**src/rtl/sb_data_decoder.sv**
```systemverilog
// sb_data_decoder: decodes deframed sideband messages into a held payload with ready/overflow handshake.
module sb_data_decoder (
   input  logic        i_clk,
   input  logic        i_rst,
   input  logic        i_msg_valid,
   input  logic        i_has_data,
   input  logic [3:0]  i_state,
   input  logic [3:0]  i_sub_state,
   input  logic [3:0]  i_msg_no,
   input  logic [63:0] i_data_field,
   input  logic        i_tx_point_sweep_test_en,
   input  logic [1:0]  i_tx_point_sweep_test,
   input  logic        i_rdy,
   output logic        o_msg_valid,
   output logic [3:0]  o_msg_no,
   output logic        o_data_valid,
   output logic [15:0] o_data_bus,
   output logic        o_fmt_err,
   output logic        o_overflow
);
   typedef enum logic {IDLE, HOLD} state_t;
   localparam logic [3:0]  MBINIT     = 4'd3;
   localparam logic [3:0]  PARAM      = 4'd0;
   localparam logic [3:0]  REVERSALMB = 4'd4;
   // bits the point-test encoder may legitimately set: payload bits plus the 16-bit ones marker
   localparam logic [63:0] PT_MASK    = 64'h0FFF_F800_0000_08C1;
   state_t      state_q;
   logic        msg_valid_q, data_valid_q, fmt_err_q, overflow_q;
   logic [3:0]  msg_no_q;
   logic [15:0] data_bus_q;
   logic        data_valid_d, fmt_err_d;
   logic [15:0] data_bus_d;
   logic        accept, load, release_msg, drop, test_mode, pass16;
   logic [63:0] d;
   assign d           = i_data_field;
   assign accept      = i_msg_valid && i_msg_no != 4'd0;
   assign load        = accept && (state_q == IDLE || i_rdy);
   assign release_msg = state_q == HOLD && i_rdy && !accept;
   assign drop        = state_q == HOLD && !i_rdy && accept;
   assign test_mode   = i_tx_point_sweep_test_en && i_has_data;
   assign pass16      = (i_msg_no == 4'd6 && (i_tx_point_sweep_test == 2'd0 || i_tx_point_sweep_test == 2'd2)) ||
                        (i_msg_no == 4'd9 && i_tx_point_sweep_test == 2'd3);
   always_comb begin
      data_valid_d = 1'b0;
      data_bus_d   = 16'h0;
      fmt_err_d    = 1'b0;
      if (test_mode) begin
         if (i_msg_no == 4'd1) begin
            data_valid_d = 1'b1;
            data_bus_d   = {11'b0, d[59], d[11], d[7:6], d[0]};
            fmt_err_d    = d[58:43] != 16'hFFFF || (d & ~PT_MASK) != 64'h0;
         end else if (pass16) begin
            data_valid_d = 1'b1;
            data_bus_d   = d[15:0];
            fmt_err_d    = d[63:16] != 48'h0;
         end else begin
            fmt_err_d    = d != 64'h0;
         end
      end else if (i_has_data && i_state == MBINIT && i_sub_state == PARAM) begin
         data_valid_d = 1'b1;
         data_bus_d   = {5'b0, d[10:0]};
         fmt_err_d    = d[63:11] != 53'h0;
      end else if (i_has_data && i_state == MBINIT && i_sub_state == REVERSALMB && i_msg_no == 4'd6) begin
         data_valid_d = 1'b1;
         data_bus_d   = d[15:0];
         fmt_err_d    = d[63:16] != 48'h0;
      end
   end
   always_ff @(posedge i_clk) begin
      if (i_rst) begin
         state_q      <= IDLE;
         msg_valid_q  <= 1'b0;
         msg_no_q     <= 4'd0;
         data_valid_q <= 1'b0;
         data_bus_q   <= 16'h0;
         fmt_err_q    <= 1'b0;
         overflow_q   <= 1'b0;
      end else begin
         if (load) begin
            state_q      <= HOLD;
            msg_valid_q  <= 1'b1;
            msg_no_q     <= i_msg_no;
            data_valid_q <= data_valid_d;
            data_bus_q   <= data_bus_d;
            fmt_err_q    <= fmt_err_d;
         end else if (release_msg) begin
            state_q      <= IDLE;
            msg_valid_q  <= 1'b0;
            data_valid_q <= 1'b0;
            fmt_err_q    <= 1'b0;
         end
         if (drop) overflow_q <= 1'b1;
      end
   end
   assign o_msg_valid  = msg_valid_q;
   assign o_msg_no     = msg_no_q;
   assign o_data_valid = data_valid_q;
   assign o_data_bus   = data_bus_q;
   assign o_fmt_err    = fmt_err_q;
   assign o_overflow   = overflow_q;
endmodule

```
**config.mk**
```make
export PLATFORM = sky130hd
export DESIGN_NAME = sb_data_decoder
export DESIGN_NICKNAME = d
export VERILOG_FILES = /design/src/rtl/sb_data_decoder.sv
export SDC_FILE = /design/constraint.sdc
export NUM_CORES = 1
export LEC_CHECK = 0
export ABC_CLOCK_PERIOD_IN_PS = 1800
export CORE_ASPECT_RATIO = 1.25
export CORE_MARGIN = 2
export CORE_UTILIZATION = 33
export CTS_BUF_LIST = sky130_fd_sc_hd__clkbuf_8
export CTS_CLUSTER_SIZE = 20
export DETAILED_ROUTE_END_ITERATION = 7
export GPL_TIMING_DRIVEN = 0
export HOLD_SLACK_MARGIN = 0.05
export PLACE_DENSITY = 0.95
export SYNTH_ARGS = -nofsm -noshare
export SYNTH_HDL_FRONTEND = slang
export SYNTH_SLANG_ARGS = --single-unit
```
**constraint.sdc**
```tcl
create_clock -name i_clk -period 1.8 [get_ports i_clk]
set_clock_uncertainty 0.1 [all_clocks]
set_input_delay 0.18 -clock i_clk [delete_from_list [all_inputs] [get_ports i_clk]]
set_output_delay 0.18 -clock i_clk [all_outputs]
set_load 0.005 [all_outputs]
```
==> reports/metrics.csv <==
stage,metric,value,unit
run_status,status,"finished, final reports clean",
synthesis,synth.avg_cell_area,9.24,um^2
setup_path,slowest_stage,clkdlybuf4s50_1,
synthesis,ys_types,46,
clock_network,cts.clk_slew.worst_paths,0.08,ns
power_and_ir_drop,irDropWorstVdd,0.354,mV
clock_network,root_buffer,clkbuf_8,
grt,grt-ovfl-total,0,
sta,report.final.slew_viol_count,0,
sta,setup_tns,0,ns
sta,setup-violations-final,0,
synthesis,yosys.area.top_type,dfxtp_1,
floorplanning,fp-row-count,25,
clock_network,cts_tree,built,
placed_design,placed_cells,282,
grt,grtUsageTotal,0.209,
synthesis,synth_flop_cell,dfxtp_1,
floorplanning,num_io_pins,108,
floorplanning,dieWidth,59.2,um
grt,grt_pass1_vias,1622,
cells_and_area,fin_util,0.671,
setup_path,start_kind,input pin,
run,cap_violations,0,
synthesis,syn-cell-area,1260,um^2
synthesis,synth_nets,220,
clock_network,hold_buffers,0,
grt,grt_max_degree,15,
power_and_ir_drop,powerDensity,546,nW/um^2
sta,tightest_slew,0.567,ns
synthesis,synth_top_area_share,0.382,
sta,final_hold_viol_count,0,
route,drtAntennaViolNets,0,
placed_design,portBuffers,106,
setup_path,critPathMaxStageDelay,0.44,ns
synthesis,syn_inst,136,
synthesis,synth_area_leaders,"dfxtp_1, a22o_1, nor4_1",
route,drt_iter0_drc,48,
cells_and_area,syn2layout_area_growth,98.7,%
grt,grt_pass1_wl,7.11,mm
synthesis,synthArstFlopShare,0,
clock_network,clk_latency,0.26,ns
placed_design,gp_congestion,0.822,
clock_network,htreeDepth,1,
floorplanning,die-area,4320,um^2
sta,hold_slack,0.0823,ns
setup_path,cp_max_fo,5,
power_and_ir_drop,p_total,1.36,mW
route,routed-via-count,1566,
placed_design,dp_hpwl,3.73,mm
setup_path,crit_arrival,1.85,ns
clock_network,cts.path.max_buffers,2,
synthesis,synth_edf_count,0,
route,drc,0,
grt,antenna_found_initial,0,
power_and_ir_drop,p_leak,0.927,nW
sta,max_freq,575,MHz
cells_and_area,drive_above_1_share,0.0891,
route,dr.pass1.iters,4,
synthesis,yosys_register_bits,24,
sta,slew_headroom,0.622,
route,wl_per_cell,15.7,um
setup_path,crit_type,in2reg,
cells_and_area,num-nets-final,332,
setup_path,cp_cell_sequence,clkdlybuf4s50_1 > nor4_4 > nand3_1 > or3_1 > a21oi_4 > a22o_1,
floorplanning,core,3720,um^2
sta,rsz0062_at_grt,no,
hold_path,holdCritPathClass,in2reg,
cells_and_area,n_antenna_cell,0,
sta,fin_crit,1.74,ns
clock_network,cts_made_buffers,3,
synthesis,ys_seq_area_frac,0.382,
floorplanning,die_h,73.0,um
setup_path,end_kind,register,
setup_path,worstPathRequired,1.91,ns
cells_and_area,fin_cells,287,
route,routed_wl,4.50,mm
sta,period_share,0.967,
route,viasPerCell,5.46,
clock_network,clock_sinks,24,
floorplanning,start_util,0.337,
synthesis,ys.warnings.count,0,
[area by class of cell]
type	count	area [um^2]
multi-input combinational	105	792
buffer	3	16.3
tap	40	50.0
fill	301	1230
sequential	24	480
clock inverter	1	30.0
timing repair buffer	107	1070
inverter	4	15.0
clock buffer	3	41.3
[layout by cell type, fill, tap and decap left out, types with 2 or more instances in the layout]
master | synthesis | routed
clkdlybuf4s50_1 | 0 | 99
dlygate4sd2_1 | 0 | 4
nor2_1 | 9 | 9
mux2i_1 | 4 | 4
a22oi_1 | 4 | 4
nand3_1 | 2 | 2
nor4_1 | 14 | 14
buf_4 | 1 | 2
nand2_1 | 10 | 10
o21ai_1 | 6 | 5
clkbuf_8 | 0 | 3
nand4_1 | 7 | 7
dlymetal6s2s_1 | 0 | 3
inv_1 | 4 | 4
a22o_1 | 11 | 11
a21oi_1 | 3 | 3
or4_1 | 3 | 2
o211a_1 | 2 | 2
dfxtp_1 | 24 | 24
[metal layers]
| layer | part of all wire | up-vias | global-route usage |
|---|---|---|---|
| met5 | 0 | - | 0 |
| met4 | 0.015 | 0 | 0.0682 |
| met3 | 0.063 | 10 | 0.0355 |
| met2 | 0.52 | 65 | 0.383 |
| met1 | 0.40 | 716 | 0.240 |
| li1 | - | 775 | - |
[final timing paths]
path | from | to | slack [ns] | cells past startpoint
worst max-delay path | i_state[2] | o_data_bus[11] | 0.06 | 6
worst min-delay path | i_data_field[13] | o_data_bus[13] | 0.08 | 2
worst max register to register | o_msg_valid | o_data_bus[11] | 0.13 | 5
worst min register to register | o_data_bus[1] | o_data_bus[1] | 0.36 | 2
[per-stage QoR]
step                      setup WS (ns)  instance area, um^2
after floorplan                   0.209                 1260
after global placement           -0.344                 2370
after detailed placement         -0.356                 2370
after CTS                        0.0260                 2470
after global routing             0.0131                 2500
final                            0.0599                 2500
[cells by family after synthesis]
| logic type | Yosys count | share of synthesized area |
|---|---|---|
| AO/OA/AOI/OAI | 39 | 0.253 |
| buffers and inverters | 7 | 0.0249 |
| flip-flops | 24 | 0.382 |
| multiplexers | 4 | 0.0319 |
| AND/OR/NAND/NOR | 62 | 0.308 |
[sequential cells by signal (all words and copies together), names as in the netlist]
| register | flops |
|---|---|
| o_data_bus | 16 |
| o_fmt_err | 1 |
| o_data_valid | 1 |
| o_overflow | 1 |
| o_msg_valid | 1 |
| o_msg_no | 4 |
[Yosys cell counts, types with 2 or more instances]
cell	number
o211a_1	2
or4_1	3
nand3_1	2
nand2_1	10
inv_1	4
nand4_1	7
nor4_1	14
a22o_1	11
nor2_1	9
a22oi_1	4
a21oi_1	3
nor3_1	2
dfxtp_1	24
mux2i_1	4
o21ai_1	6
[repair_timing]
action / CTS / global route
setup endpoints to repair: 18 / 6
pin swaps: 2 / 4
buffers inserted: 1 / 0
gates resized for setup: 9 / 5
[critical path, delay by kind of cell]
family          cells  cell delay (ns)
buf+inv             1             0.44
compound gates      2             0.37
simple gates        3             0.86
[power by group]
group | internal (mW) | total [mW] | switching, mW
Sequential | 0.546 | 0.555 | 0.00929
Clock | 0.297 | 0.471 | 0.174
Combinational | 0.220 | 0.336 | 0.115
Total | 1.06 | 1.36 | 0.298
No activity file was read; power rests on OpenSTA's default activity.
